<file path="src/rtl/cpu_controller_mc.sv">
// cpu_controller_mc: FETCH/DECODE/EXEC sequencer for the 8-bit RISC CPU.
// Define CTRL_PERF_CNT_EN to add the 32-bit retired-instruction counter.
module cpu_controller_mc #(
  parameter int OPCODE_W = 3,
  parameter int MEM_WAIT = 0,
  parameter int WAIT_W   = 4
) (
  input  logic                clock,
  input  logic                reset_n,
  input  logic                Load_in,
  input  logic [OPCODE_W-1:0] Opcode,
  input  logic                Zero,
  output logic                mem_rd,
  output logic                ir_load,
  output logic                pc_inc,
  output logic                pc_load,
  output logic                En_acc,
  output logic                En_mem,
  output logic                En_run,
  output logic [OPCODE_W-1:0] ALU_OP,
  output logic                halted,
  output logic                illegal_op,
  output logic [2:0]          state
`ifdef CTRL_PERF_CNT_EN
  ,
  output logic [31:0]         retired
`endif
);

  typedef enum logic [2:0] {
    S_IDLE   = 3'd0,
    S_FETCH  = 3'd1,
    S_DECODE = 3'd2,
    S_EXEC   = 3'd3,
    S_HALT   = 3'd4
  } state_t;

  localparam logic [2:0] OP_HALT = 3'b000;
  localparam logic [2:0] OP_SKZ  = 3'b001;
  localparam logic [2:0] OP_STO  = 3'b110;
  localparam logic [2:0] OP_JMP  = 3'b111;
  localparam logic [WAIT_W-1:0] LAST = WAIT_W'(MEM_WAIT);

  state_t            st;
  logic [WAIT_W-1:0] cnt;
  logic [2:0]        cls;
  logic              done;
  logic              op_ill;
  logic              dec_halt;
  logic              dec_skz;
  logic              dec_jmp;
  logic              dec_exec;
  logic              ex_sto;

  assign done     = cnt == LAST;
  assign cls      = Opcode[2:0];
  // Any set bit above the class field makes the opcode illegal.
  assign op_ill   = (Opcode >> 3) != '0;
  assign dec_halt = !op_ill && cls == OP_HALT;
  assign dec_skz  = !op_ill && cls == OP_SKZ;
  assign dec_jmp  = !op_ill && cls == OP_JMP;
  assign dec_exec = !op_ill && cls inside {[3'b010:3'b110]};
  assign ex_sto   = ALU_OP[2:0] == OP_STO;

  assign state  = st;
  assign halted = st == S_HALT;
  assign En_run = st inside {S_FETCH, S_DECODE, S_EXEC};

  always_comb begin
    mem_rd     = 1'b0;
    ir_load    = 1'b0;
    pc_inc     = 1'b0;
    pc_load    = 1'b0;
    En_acc     = 1'b0;
    En_mem     = 1'b0;
    illegal_op = 1'b0;
    unique case (1'b1)
      st == S_FETCH: begin
        mem_rd  = 1'b1;
        ir_load = done;
        pc_inc  = done;
      end
      st == S_DECODE: begin
        illegal_op = op_ill;
        pc_inc     = dec_skz && Zero;
        pc_load    = dec_jmp;
      end
      st == S_EXEC: begin
        mem_rd = !ex_sto;
        En_acc = done && !ex_sto;
        En_mem = done && ex_sto;
      end
      default: ;
    endcase
    if (Load_in) begin
      mem_rd     = 1'b0;
      ir_load    = 1'b0;
      pc_inc     = 1'b0;
      pc_load    = 1'b0;
      En_acc     = 1'b0;
      En_mem     = 1'b0;
      illegal_op = 1'b0;
    end
  end

  always_ff @(posedge clock) begin
    if (!reset_n) begin
      st     <= S_IDLE;
      cnt    <= '0;
      ALU_OP <= '0;
    end else if (Load_in) begin
      st  <= S_IDLE;
      cnt <= '0;
    end else begin
      case (st)
        S_IDLE: st <= S_FETCH;
        S_FETCH, S_EXEC: begin
          if (done) begin
            cnt <= '0;
            st  <= (st == S_FETCH) ? S_DECODE : S_FETCH;
          end else begin
            cnt <= cnt + 1'b1;
          end
        end
        S_DECODE: begin
          ALU_OP <= Opcode;
          if (dec_halt)
            st <= S_HALT;
          else if (dec_exec)
            st <= S_EXEC;
          else
            st <= S_FETCH;
        end
        S_HALT: st <= S_HALT;
        default: begin
          st  <= S_IDLE;
          cnt <= '0;
        end
      endcase
    end
  end

`ifdef CTRL_PERF_CNT_EN
  logic retire;

  // Aborted instructions (Load_in) never count as retired.
  assign retire = !Load_in &&
    ((st == S_DECODE && (op_ill || dec_skz || dec_jmp)) ||
     (st == S_EXEC && done));

  always_ff @(posedge clock) begin
    if (!reset_n)
      retired <= '0;
    else if (retire)
      retired <= retired + 32'd1;
  end
`endif

endmodule

</file>
<file path="config.mk">
export PLATFORM = sky130hd
export DESIGN_NAME = cpu_controller_mc
export DESIGN_NICKNAME = d
export VERILOG_FILES = /design/src/rtl/cpu_controller_mc.sv
export SDC_FILE = /design/constraint.sdc
export NUM_CORES = 1
export LEC_CHECK = 0
export CAP_MARGIN = 20
export CORE_MARGIN = 2
export CORE_UTILIZATION = 47
export DETAILED_ROUTE_END_ITERATION = 10
export PLACE_DENSITY = 0.82
export SLEW_MARGIN = 20
export SYNTH_ARGS = -nofsm -noshare
export SYNTH_HDL_FRONTEND = slang
export SYNTH_SLANG_ARGS = --single-unit
</file>
<file path="constraint.sdc">
create_clock -name clock -period 2.8 [get_ports clock]
set_input_delay 0.28 -clock clock [delete_from_list [all_inputs] [get_ports clock]]
set_output_delay 0.28 -clock clock [all_outputs]
set_load 0.1 [all_outputs]
</file>
==> impl_metrics.json <==
{
  "syn-cell-area_sq_um": 651,
  "grt_overflow": 0,
  "finalNonFillerCells": 108,
  "min_period_ns": 2.20,
  "ys_ff_latch": 10,
  "grt_max_degree": 14,
  "status": "complete, no violations",
  "drive_gt1_frac": 0.344,
  "synth_flop_cell": "dfxtp_1",
  "cts_made_buffers": 3,
  "seq_area_frac_synth": 0.308,
  "dp_hpwl_mm": 1.18,
  "synthCells": 73,
  "start_util": 0.500,
  "cp_max_fo": 5,
  "synth_compound_area_frac": 0.119,
  "powerDensity_nw_per_um2": 410,
  "drc": 0,
  "antenna_cells": 0,
  "via_count": 610,
  "skew_ns": 0.00243,
  "netlist_top_cells_area": "dfxtp_1, mux2i_1, ha_1",
  "core-area_sq_um": 1300,
  "clock-root-buffer": "clkbuf_4",
  "drtAntennaViolNets": 0,
  "h-tree-depth": 1,
  "final_cell_area_sq_um": 915,
  "avgSynthCellArea_sq_um": 8.91,
  "finalNetCount": 103,
  "irDropWorstVdd_v": 0.000248,
  "syn_nets": 82,
  "area.growth.synth_to_final_pct": 40.6,
  "cp_slowest_cell": "or3b_4",
  "antenna_found_initial": 0,
  "placed_cells": 104,
  "port_buffers": 20,
  "hold_class": "reg2reg",
  "wire_per_inst_um": 14.1,
  "synth_fa_ha_area_frac": 0.0385,
  "wirelength_mm": 1.53,
  "die_area_sq_um": 1700,
  "vias_per_cell": 5.65,
  "synth.top_cells.by_count": "dfxtp_1, nand2_1, nor2_1",
  "critPathArrivalTime_ns": 1.92,
  "muxShareOfSynthArea": 0.0462,
  "synth_top_family_by_area": "simple AND/OR/NAND/NOR gates",
  "cp-end-kind": "output port",
  "grt_pass1_wl_mm": 2.15,
  "cpPeakStageDelay_ns": 0.45,
  "cts_hold_buf": 0,
  "slew_viol_final": 0,
  "path_cells": "inv_1, ha_1, or3b_4, nor4_4, buf_4",
  "placed_area_sq_um": 878,
  "groute.usage.overall": 0.196,
  "synth_xor_area_frac": 0,
  "setup_viol": 0,
  "setup-tns-final_ns": 0,
  "yosysWarnings": 0,
  "synth_edf_count": 0,
  "hold_violations": 0,
  "synth-simple-area-share": 0.429,
  "synth_top_cell_by_area": "dfxtp_1",
  "maxCapViolCount": 0,
  "die_y_um": 41.2,
  "grt_pass1_vias": 470,
  "io_pins": 22,
  "crit_required_ns": 2.52,
  "synth_top_cell_area_share": 0.308,
  "critPathKind": "reg2out",
  "rows": 13,
  "gp_congestion": 0.734,
  "post-cts-setup-buffers": 0,
  "worstSetupStartpointType": "flop",
  "clk_path_buf_depth": 2,
  "synthDistinctLibCells": 36,
  "yosysMostFrequentCell": "dfxtp_1",
  "cts_resized": 0,
  "cts_tree": "done",
  "leakage_nw": 0.325,
  "first_pass_iters": 4,
  "fillers": 108,
  "fin_crit_sh": 0.787,
  "async_flop_share": 0,
  "drt_iter0_markers": 13,
  "die_x_um": 41.2,
  "rsz0062_at_grt": "false",
  "clock.fmax_mhz": 454,
  "clock_sinks": 10,
  "clk_pin_slew_worst_paths_ns": 0.07,
  "insertion_delay_ns": 0.27
}
## critical path, delay by kind of cell, from the launching register on
kind,cells,cell delay (ns)
simple gates,2,0.73
flops,1,0.34
fa+ha+maj,1,0.16
buf+inv,2,0.43
## registers in the layout, summed over array words and instances, names as in the netlist
signal	flops
state	3
ALU_OP	3
cnt	4
## cell families after synthesis
| logic type | count (synthesis) |
|---|---|
| flops | 10 |
| buf+inv | 6 |
| compound gates | 12 |
| mux | 3 |
| other cells | 1 |
| fa+ha+maj | 2 |
| simple gates | 39 |
## layout make-up
cell class | instances | area [sq um] | share of cell area
timing repair buffer | 20 | 190 | 0.208
sequential | 10 | 204 | 0.223
multi-input combinational | 57 | 458 | 0.501
inverter | 2 | 7.51 | 0.00821
clock buffer | 4 | 36.3 | 0.0397
tap | 15 | 18.8 | 0.0205
## metrics by stage
step	hold WS (ns)	utilization	setup WS (ns)	total power, mW
floorplan	0.408	-	0.0450	0.216
global placement	0.476	0.675	0.714	0.240
detailed placement	0.498	0.675	0.677	0.242
CTS	0.509	0.703	0.604	0.374
global route	0.526	0.703	0.541	0.383
finish	0.507	0.703	0.598	0.375
## cell usage in the layout (no fill, tap or decap), types with 4 or more instances in the layout
cell              n
clkdlybuf4s50_1   6
nand2_1           5
a21oi_1           4
nor2_1            4
dfxtp_1           7
buf_4            12
## worst paths after layout
check | start | endpoint | slack (ns) | cells after the start
worst min register to register | cnt[0]$_SDFFE_PP0N_ | cnt[0]$_SDFFE_PP0N_ | 0.51 | 2
worst max register to register | cnt[0]$_SDFFE_PP0N_ | cnt[2]$_SDFFE_PP0N_ | 1.46 | 5
worst min-delay path | cnt[0]$_SDFFE_PP0N_ | cnt[0]$_SDFFE_PP0N_ | 0.51 | 2
worst max-delay path | cnt[0]$_SDFFE_PP0N_ | ir_load | 0.60 | 5
## report_power, final
| part | switching [mW] | total, mW | internal [mW] | leakage [nW] |
|---|---|---|---|---|
| clock | 0.0576 | 0.137 | 0.0789 | 0.0210 |
| combinational | 0.0628 | 0.0883 | 0.0254 | 0.222 |
| sequential | 0.00568 | 0.150 | 0.144 | 0.0822 |
## routing by layer
| layer | vias to the layer above | global-route usage | wire length (um) |
|---|---|---|---|
| met5 | - | 0 | 0 |
| met4 | 0 | 0.0484 | 12 |
| met3 | 2 | 0.0489 | 69 |
| met2 | 14 | 0.313 | 746 |
| met1 | 289 | 0.263 | 700 |
| li1 | 305 | - | - |
Power figures use the tool's default switching activity.
==> edit 1, RTL diff (same flow settings) <==
Put a register stage on the outputs `En_run` and `halted`, cleared by the reset. The values now appear one clock later. The other outputs are not delayed to match.
--- a/src/rtl/cpu_controller_mc.sv
+++ b/src/rtl/cpu_controller_mc.sv
@@ -63,8 +63,15 @@
   assign ex_sto   = ALU_OP[2:0] == OP_STO;
 
   assign state  = st;
-  assign halted = st == S_HALT;
-  assign En_run = st inside {S_FETCH, S_DECODE, S_EXEC};
+  always_ff @(posedge clock) begin
+    if (!reset_n) begin
+      En_run <= '0;
+      halted <= '0;
+    end else begin
+      En_run <= st inside {S_FETCH, S_DECODE, S_EXEC};
+      halted <= st == S_HALT;
+    end
+  end
 
   always_comb begin
     mem_rd     = 1'b0;
Behaviour: not the same (Yosys sat finds a counterexample within 4 cycles, from zero or initial values and one cycle with reset_n low).
==> edit 1 against the unedited design <==
Routed wire length rose by 6.3%; global-route usage is 1.6 points higher; clock power rose by 3%; power up 8.0%; critical endpoint is now pc_inc; cell area rose by 7.5%; worst setup slack worse by 0.18 ns; area after synthesis increased by 2.1%; sequential cell count is 2 higher; sequential share of layout area grew 3.0 points; register-to-register slack worse by 0.40 ns.
==> edit 1: results (changes against the unedited design) <==
| Metric | Value |
|---|---|
| Worst path max stage delay | 0.55 ns (was 0.45 ns) |
| Post-CTS Setup Repair Bufs | 0 (unchanged) |
| GRT met2 Usage | 0.3500 (was 0.3125) |
| Signal buffers share of area | 0.2316 (was 0.2079) |
| Met3 wire len | 74 µm (was 69 µm) |
| Pleak | 0.3398 nW (was 0.3249 nW) |
| Worst Path Arrival | 2.10 ns (was 1.92 ns) |
| Routability Congestion | 0.7597 (was 0.7339) |
| Top cells by area in the synthesized netlist | dfxtp_1, mux2i_1, nor3b_1 (was dfxtp_1, mux2i_1, ha_1) |
| Synthesized net count | 83 (was 82) |
| Fraction of area in multi-input gates | 0.4517 (was 0.5007) |
| Register area | 249.0 µm² (was 203.9 µm²) |
| Max Fanout on Critical Path | 8 (was 5) |
| Commonest cells in the netlist | dfxtp_1, nand3_1, nor2_1, nor2b_1, nor3b_1 (was dfxtp_1, nand2_1, nor2_1, a21oi_1) |
| Worst vdd ir | 0.0003792 V (was 0.0002478 V) |
| Vias in the first global route | 634 (was 470) |
| Pre-CTS setup slack | 0.6146 ns (was 0.6768 ns) |
| CTS clk-pin slew, worst paths | 0.08 ns |
| Sequential Power | 0.000178 W (was 0.000150 W) |
| Share of cells above drive strength 1 | 0.3011 (was 0.3441) |
| Syn avg cell area | 8.978 µm² (was 8.913 µm²) |
| DRT met1 WL | 667 µm (was 700 µm) |
| ClkCell Share | 0.03690 (was 0.03967) |
| Global-route track usage on met3 | 0.07826 (was 0.04891) |
| Count of multi-input gates | 55 (was 57) |
| Initial antenna violation count | 0 (unchanged) |
| Largest net degree at the start of global routing | 15 (was 14) |
| Met1 track demand over resource | 0.2581 (was 0.2630) |
| Drt wl/cell | 15.04 µm (was 14.15 µm) |
| Initial DRC count | 16 (was 13) |
| Post-synth cell types | 32 (was 36) |
| Final WL | 1.624 mm (was 1.528 mm) |
| Metal2 WL | 881 µm (was 746 µm) |
| Worst Skew | 0.007636 ns (was 0.002434 ns) |
| Status | complete, no violations (unchanged) |
| Post-synthesis sequential area ratio | 0.3616 (was 0.3077) |
| DP Area | 947.2 µm² (was 878.3 µm²) |
| Fill count | 96 (was 108) |
| Post-DR vias/cell | 5.796 (was 5.648) |
| Slowest library cell on the worst path | or3b_1 (was or3b_4) |
| Area of the multi-input gates | 444.2 µm² (was 457.9 µm²) |
| DP HPWL | 1.244 mm (was 1.184 mm) |
| P_sw | 0.0001276 W (was 0.0001261 W) |
| Seq_cells | 12 (was 10) |
| Max Used Layer | met3 (was met4) |
| Combinational power | 0.0000860 W (was 0.0000883 W) |
| All-Layer GR Usage | 0.2123 (was 0.1964) |
| Gate power share | 0.213 (was 0.236) |
-- edit 1: final timing paths --
path	slack, ns	from	endpoint
hold / removal	0.51	cnt[0]	cnt[0]
setup reg to reg	1.06	cnt[0]	state[1]
hold reg to reg	0.51	cnt[0]	cnt[0]
setup / recovery	0.42	cnt[0]	pc_inc
-- edit 1: worst max-delay path: cells and delay by family (launching register included) --
kind / cells / cell delay, ns
AO/OA/AOI/OAI: 1 / 0.16
adder cells (fa/ha/maj): 1 / 0.13
buffers and inverters: 2 / 0.26
flip-flops: 1 / 0.35
AND/OR/NAND/NOR: 2 / 0.93
-- edit 1: cells by family after synthesis --
| logic type | Yosys count | share of synthesized area |
|---|---|---|
| and+or+nand+nor | 38 | 0.3860 |
| DFF | 12 | 0.3616 |
| AOI/OAI and AO/OA | 11 | 0.1073 |
| buffers and inverters | 7 | 0.05650 |
| muxes | 3 | 0.04520 |
| adders and majority gates | 2 | 0.03766 |
| other | 1 | 0.005644 |
==> edit 2, RTL diff (same flow settings) <==
Without the edit above. The option `CTRL_PERF_CNT_EN` is turned on by a define.
--- a/src/rtl/cpu_controller_mc.sv
+++ b/src/rtl/cpu_controller_mc.sv
@@ -1,5 +1,7 @@
 // cpu_controller_mc: FETCH/DECODE/EXEC sequencer for the 8-bit RISC CPU.
 // Define CTRL_PERF_CNT_EN to add the 32-bit retired-instruction counter.
+`define CTRL_PERF_CNT_EN
+
 module cpu_controller_mc #(
   parameter int OPCODE_W = 3,
   parameter int MEM_WAIT = 0,
Behaviour (old outputs only; new: retired): unchanged (equiv_simple and equiv_induct, registers matched by name and starting in step).
==> edit 2 against the unedited design <==
Synthesized cell count grew to 3.4 times the old value; cell area grew to 3.2 times the old value; cell count grew to 3.3 times the old value; worst setup slack worse by 0.11 ns; sequential cell count is 32 higher; via count grew to 3.3 times the old value; power grew to 2.9 times the old value; routed wire length grew to 3.3 times the old value; count of clock-buffer cells in the layout is 3 higher; register-to-register slack worse by 0.98 ns; area after synthesis grew to 3.5 times the old value; critical path type is now flop to flop; largest power group unchanged.
==> edit 2: results (changes against the unedited design) <==
| Metric | Value |
|---|---|
| Worst vdd ir | 0.0002106 V (was 0.0002478 V) |
| Routability Congestion | 0.7970 (was 0.7339) |
| Synth Instances | 249 (was 73) |
| Vias | 2003 (was 610) |
| Setup slack after layout | 0.4841 ns (was 0.5976 ns) |
| Fill count | 417 (was 108) |
| Synthesized net count | 259 (was 82) |
| Commonest cells in the netlist | dfxtp_1, and2_1, xor2_1, nand2_1, nand3_1 (was dfxtp_1, nand2_1, nor2_1, a21oi_1) |
| Metal2 WL | 2.493 mm (was 746 µm) |
| Status | complete, no violations (unchanged) |
| Signal buffers share of area | 0.1782 (was 0.2079) |
| CTS Buf Count | 5 (was 3) |
| Top cells by area in the synthesized netlist | dfxtp_1, xor2_1, and2_1 (was dfxtp_1, mux2i_1, ha_1) |
| Largest register by flop count | retired (was cnt) |
| Worst skew pair latency | 0.29 ns (was 0.27 ns) |
| All-Layer GR Usage | 0.2002 (was 0.1964) |
| GRT met2 Usage | 0.3393 (was 0.3125) |
| Met1 track demand over resource | 0.2498 (was 0.2630) |
| Count of multi-input gates | 188 (was 57) |
| Nets | 309 (was 103) |
| Global-route track usage on met3 | 0.04664 (was 0.04891) |
| Htree depth | 2 (was 1) |
| Pre-CTS setup slack | 0.2717 ns (was 0.6768 ns) |
| Initial DRC count | 104 (was 13) |
| Worst path max stage delay | 0.76 ns (was 0.45 ns) |
| Gate power share | 0.094 (was 0.236) |
| Post-synth cell types | 47 (was 36) |
| Pleak | 1.249 nW (was 0.3249 nW) |
| P_clk | 0.000372 W (was 0.000137 W) |
| Met3 wire len | 255 µm (was 69 µm) |
| Clock network power share | 0.345 (was 0.364) |
| DP Area | 0.002830 mm² (was 878.3 µm²) |
| R2R depth | 7 (was 5) |
| Crit path kind | flop to flop (was flop to output pin) |
| First-pass GRT wire length | 8.521 mm (was 2.145 mm) |
| Inverters | 5 (was 2) |
## edit 2: worst min path at each step
stage                 endpoint  slack (ns)     from  depth (start not counted)
global placement        cnt[3]        0.48   cnt[3]                          2
finish                  cnt[3]        0.51   cnt[3]                          2
global route            cnt[1]        0.53   cnt[1]                          2
CTS                     cnt[3]        0.51   cnt[3]                          2
floorplan           retired[1]        0.41  reset_n                          1
detailed placement      cnt[3]        0.50   cnt[3]                          2
## edit 2: cells by family (layout without fill, tap and decap cells)
kind of cell / count (synthesis) / after routing / synth area share
simple gates: 113 / 113 / 0.3167
flops: 42 / 42 / 0.3688
compound gates: 35 / 35 / 0.1180
xor+xnor: 32 / 32 / 0.1229
buf+inv: 19 / 69 / 0.03732
mux: 4 / 4 / 0.01811
fa+ha+maj: 3 / 3 / 0.01647
other cells: 1 / 1 / 0.001645
